**config.mk**
```make
export PLATFORM = sky130hd
export DESIGN_NAME = piso_serializer
export DESIGN_NICKNAME = d
export VERILOG_FILES = /design/src/rtl/piso_serializer.sv
export SDC_FILE = /design/constraint.sdc
export NUM_CORES = 1
export LEC_CHECK = 0
export CAP_MARGIN = 5
export CORE_AREA = 2 2 39 41
export CTS_CLUSTER_SIZE = 12
export DETAILED_ROUTE_END_ITERATION = 6
export DIE_AREA = 0 0 41 43
export PLACE_DENSITY = 0.5
export SETUP_SLACK_MARGIN = 0.15
export SYNTH_ARGS = -nofsm -noshare
export SYNTH_HDL_FRONTEND = slang
export SYNTH_SLANG_ARGS = --single-unit
```
**constraint.sdc**
```tcl
create_clock -name clk -period 1.5 [get_ports clk]
set_clock_uncertainty 0.15 [all_clocks]
set_input_delay 0.3 -clock clk [delete_from_list [all_inputs] [get_ports clk]]
set_output_delay 0.3 -clock clk [all_outputs]
set_load 0.02 [all_outputs]
```
**src/rtl/piso_serializer.sv**
```systemverilog
// piso_serializer: parallel-in, serial-out transmitter.
// Accepts a WIDTH-bit word over a valid/ready handshake and shifts it out
// one bit per clock. frame_start and done mark the first and last bit.
// The ready signal reopens on the last bit, so frames can follow each other
// with no idle bit. All outputs are decoded from registered state only.
module piso_serializer #(
  parameter int WIDTH     = 4,
  parameter bit MSB_FIRST = 1'b1
) (
  input  logic             clk,
  input  logic             clear,
  input  logic [WIDTH-1:0] din,
  input  logic             load_valid,
  output logic             load_ready,
  output logic             sout,
  output logic             sout_valid,
  output logic             frame_start,
  output logic             done
);

  localparam int            CW   = (WIDTH > 1) ? $clog2(WIDTH) : 1;
  localparam logic [CW-1:0] LAST = CW'(WIDTH - 1);

  typedef enum logic {
    ST_IDLE  = 1'b0,
    ST_SHIFT = 1'b1
  } state_t;

  state_t           r_state;
  logic [WIDTH-1:0] r_shreg;
  logic [CW-1:0]    r_cnt;

  logic             w_shift;
  logic             w_last;
  logic             w_accept;
  logic             w_out_bit;
  logic [WIDTH-1:0] w_shreg_adv;

  assign w_shift    = (r_state == ST_SHIFT);
  assign w_last     = w_shift && (r_cnt == LAST);
  // Ready in IDLE, or on the last bit so the next word follows gaplessly.
  assign load_ready = !w_shift || w_last;
  assign w_accept   = load_valid && load_ready;

  // The output end and shift direction depend on the bit order.
  generate
    if (MSB_FIRST) begin : g_msb_first
      assign w_out_bit   = r_shreg[WIDTH-1];
      assign w_shreg_adv = {r_shreg[WIDTH-2:0], 1'b0};
    end else begin : g_lsb_first
      assign w_out_bit   = r_shreg[0];
      assign w_shreg_adv = {1'b0, r_shreg[WIDTH-1:1]};
    end
  endgenerate

  assign sout        = w_shift && w_out_bit;
  assign sout_valid  = w_shift;
  assign frame_start = w_shift && (r_cnt == '0);
  assign done        = w_last;

  // Frame sequencing: load on accept, shift until the last bit, then
  // either reload for a back-to-back frame or return to IDLE.
  always_ff @(posedge clk or negedge clear) begin
    if (!clear) begin
      r_state <= ST_IDLE;
      r_shreg <= '0;
      r_cnt   <= '0;
    end else begin
      case (r_state)
        ST_IDLE: begin
          if (w_accept) begin
            r_shreg <= din;
            r_cnt   <= '0;
            r_state <= ST_SHIFT;
          end
        end
        ST_SHIFT: begin
          if (!w_last) begin
            r_shreg <= w_shreg_adv;
            r_cnt   <= r_cnt + 1'b1;
          end else if (w_accept) begin
            r_shreg <= din;
            r_cnt   <= '0;
          end else begin
            r_shreg <= '0;
            r_cnt   <= '0;
            r_state <= ST_IDLE;
          end
        end
        default: begin
          r_state <= ST_IDLE;
          r_shreg <= '0;
          r_cnt   <= '0;
        end
      endcase
    end
  end

endmodule

```
## Word-level counts from Yosys, hierarchy flattened

Index checks and enable logic that the tools add are counted.

| word-level totals | value |
|---|---|
| register bits after elaboration | 7 |
| input bits | 7 |
| output and inout port bits | 5 |

| operators by class | value |
|---|---|
| add/sub/neg operators | 1 |
| equality and inequality tests | 2 |
| muxes and demuxes | 10 |
| bitwise logic cells | 1 |
| reductions and logical operators | 7 |

Operators by type and width:

| operator | count |
|---|---|
| two-way mux 4 bit | 3 |
| one-hot mux 4 bit (2 select lines) | 1 |
| logical AND 1 bit | 4 |
| two-way mux 2 bit | 2 |
| one-hot mux 2 bit (2 select lines) | 1 |
| adder 2 x 1 -> 2 bit (second input constant) | 1 |
| equality test 2 bit (second input constant) | 1 |
| logical NOT 2 bit | 1 |
| two-way mux 1 bit | 2 |
| != test 2 bit (second input constant) | 1 |
| one-hot mux 1 bit (2 select lines) | 1 |
| logical NOT 1 bit | 1 |
| logical OR 1 bit | 1 |
| inverter 1 bit | 1 |

## Depth between registers and ports, before layout

| depth | value |
|---|---|
| word-level depth | 7 |
| gate-level depth with buffers | 4 |
| depth with buffers taken out | 4 |

## Worst setup path before layout

No wires, ideal clock.

| timing path | value |
|---|---|
| path kind | flip-flop to flip-flop |
| start | reg r_cnt[0] |
| end | reg r_shreg[1] |
| data arrival time | 1.157 ns |
| data required time | 1.259 ns |
| setup slack | 0.102 ns |
| cell stages (with the launch flop) | 4 |
| buffers on the path | 0 |
| path through | dfrtp_1 ha_1 nand2b_1 o221ai_1 |

| on the way | value |
|---|---|
| word-level cells in the longest chain between the ends | 7 |
| elaborated cells between the ends (all ways) | 8 |

RTL lines:

| element | RTL line | text |
|---|---|---|
| start: declaration | 31 | `logic [CW-1:0] r_cnt;` |
| start signal: assignment | 80 | `r_cnt <= r_cnt + 1'b1;` |
| equality test 2 bit (*) | 40 | `assign w_last = w_shift && (r_cnt == LAST);` |
| logical AND 1 bit (*) | 40 |  |
| logical OR 1 bit (*) | 42 | `assign load_ready = !w_shift \|\| w_last;` |
| net load_ready | 14 | `output logic load_ready,` |
| logical AND 1 bit (*) | 43 | `assign w_accept = load_valid && load_ready;` |
| two-way mux 4 bit | 81 | `end else if (w_accept) begin` |
| two-way mux 4 bit | 78 | `if (!w_last) begin` |
| one-hot mux 4 bit (2 select lines) | 69 | `case (r_state)` |
| end signal: assignment | 72 | `r_shreg <= din;` |
| end signal: assignment | 79 | `r_shreg <= w_shreg_adv;` |
| end signal: assignment | 82 | `r_shreg <= din;` |
| end: declaration | 30 | `logic [WIDTH-1:0] r_shreg;` |

Mark *: on every way through the listed nets, which the timed path passes. The rest lies on a longest branch.
A chain may end at the register's enable or synchronous reset.

## Worst setup path in the final report

| timing path | value |
|---|---|
| start | reg r_cnt[0] |
| end | out load_ready |

| on the way | value |
|---|---|
| word-level cells in the longest chain between the ends | 3 |

RTL lines:

| element | RTL line |
|---|---|
| equality test 2 bit | 40 |
| logical AND 1 bit | 40 |
| logical OR 1 bit | 42 |
| end: declaration | 14 |

No other way between the ends.

==> results.tsv <==
metric	value	unit
status	finished, violations left	
failed_checks	setup timing	
clock_latency	0.25	ns
ir_worst_vdd	0.0008226	V
r2r_slack	0.17	ns
fin_crit	1.585	ns
antenna_found_initial	0	
crit_start	r_cnt[0]$_DFFE_PN0P_	
drt-total-wl	902	µm
ant_nets	0	
r2r_start	r_cnt[0]$_DFFE_PN0P_	
min_path_type	input pin to asynchronous set/reset pin	
overflow	0	
cts.clk_slew.worst_paths	0.05	ns
portBuffers	11	
cts_made_buffers	3	
grt_start_max_net_pins	8	
drive_gt1_share	46.67	%
worst_slew_pin_slew	0.3491	ns
rsz0062_at_grt	yes	
clockRootBuffer	clkbuf_4	
synthCells	37	
nets	70	
cts_hold_buf	0	
finalWorstSetupSlack	-0.08509	ns
max_slew_margin	76.65	%
syn-mean-instance-area	10.31	µm²
synth_nets	46	
fp.dieH	43	µm
start_util	27.58	%
yosys_warnings	0	
place_ws	-0.2977	ns
critPathCaptureType	output port	
drt_iter0_drc	8	
slew_viol_final	0	
h-tree-depth	1	
crit_fanout	3	
max_freq	630.9	MHz
path_class	register to output port	
arrival	1.14	ns
drv_cap	0	
wl_per_cell	11.87	µm
hold_viol_final	0	
grt_pass1_vias	391	
stdcell_area	633.1	µm²
grt_pass1_wl	1.621	mm
clkSinkCount	7	
dpl_cell_area	558.0	µm²
power.density	1953	nW/µm²
via_count	361	
routabilityCongestion	0.7225	
core_area	1384	µm²
dieArea	1763	µm²
row_count	14	
setup_viol	3	
cts_tree	yes	
synth.distinct_cells	14	
groute.usage.overall	13.59	%
area_growth	65.90	%
ys_seq_area_share	45.90	%
dr.pass1.iters	3	
final_common_cell	buf_4	
synth_seq_cells	7	
fin_crit_sh	105.7	%
mostFrequentLayoutCells	buf_4 (10), dfrtp_1 (6), clkdlybuf4s50_1 (5)	
synthesis.area	381.6	µm²
worstPathRequired	1.05	ns
drc	0	
antenna_cells	0	
rr_worst_depth	4	
die_x	41	µm
rr_endpoint	r_shreg[1]$_DFFE_PN0P_	
critPathLaunchType	register	
ioPinCount	12	
post-dp-hpwl	694.7	µm
p_leak	0.2931	nW
critPathCapture	load_ready	
via_per_inst	4.750	
cts_max_path_buffers	2	
==> synth_stat cells (all sizes together) <==
cell / n / area share [%]
ha: 2 / 6.6
mux2i: 4 / 10
and2: 3 / 4.9
o22ai: 1 / 1.6
nand2b: 3 / 4.9
o221ai: 3 / 6.9
dfrtp: 7 / 46
inv: 5 / 4.9
o21ai: 1 / 1.3
nand3: 4 / 5.2
o31ai: 1 / 2.0
buf: 2 / 4.3
nand2: 1 / 0.98
==> how the worst min path moves through the flow <==
stage	to	slack [ns]
floorplan	r_cnt[0]$_DFFE_PN0P_	-0.15
global placement	r_shreg[0]$_DFFE_PN0P_	0.41
detailed placement	r_shreg[0]$_DFFE_PN0P_	0.42
CTS	r_shreg[0]$_DFFE_PN0P_	0.18
global route	r_cnt[0]$_DFFE_PN0P_	0.18
finish	r_shreg[2]$_DFFE_PN0P_	0.17
==> layout make-up <==
class | instances | area, µm²
tap | 16 | 20.02
multi-input combinational | 23 | 207.7
timing repair buffer | 21 | 183.9
fill | 143 | 750.7
clock buffer | 4 | 26.28
sequential | 7 | 176.4
inverter | 5 | 18.77
==> state kept, by name (all words and copies together), names as in the netlist <==
name / flops
r_shreg: 4
r_cnt: 2
sout_valid: 1
==> worst max-delay path, cell delays in order (launching register included) <==
cell	delay (ns)
dfrtp_1	0.41
ha_2	0.21
nand2b_4	0.15
buf_6	0.13
==> metrics by stage <==
stage	TNS [ns]	power (mW)	util, %	hold WS, ns	instances
2_1_floorplan	0	0.6220	-	-0.1456	37
3_3_place_gp	-1.033	0.9009	40.33	0.4076	70
3_5_place_dp	-1.375	0.9239	40.33	0.4239	70
4_1_cts	-0.2041	1.206	44.57	0.1809	76
5_1_grt	-0.3336	1.336	45.75	0.1800	76
6_report	-0.1942	1.236	45.75	0.1735	76
==> repair_timing <==
action | CTS | global route
setup buffers | 2 | 0
pin swaps | 5 | 1
resized for setup | 37 | 3
setup endpoints to repair | 8 | 6
==> power breakdown <==
group	internal [mW]	total [mW]	switching, mW	leakage [nW]
combinational	0.415	0.740	0.325	0.192
sequential	0.266	0.325	0.0580	0.0864
clock	0.102	0.172	0.0701	0.0150
total	0.783	1.24	0.453	0.293
==> per-layer routing <==
layer | global-route usage [%] | part of all wire, % | vias up | routed length, µm
met5 | 0 | 0 | - | 0
met4 | 4.000 | 0 | 0 | 0
met3 | 5.236 | 8.1 | 0 | 73
met2 | 21.88 | 51 | 11 | 457
met1 | 15.95 | 41 | 174 | 371
li1 | - | - | 176 | -
==> cells by family after synthesis <==
group / after synthesis / synth area share, %
mux: 4 / 10.49
compound gates: 6 / 11.81
buf+inv: 7 / 9.179
simple gates: 11 / 16.07
fa+ha+maj: 2 / 6.556
flops: 7 / 45.90
No activity file was read; power rests on OpenSTA's default activity.
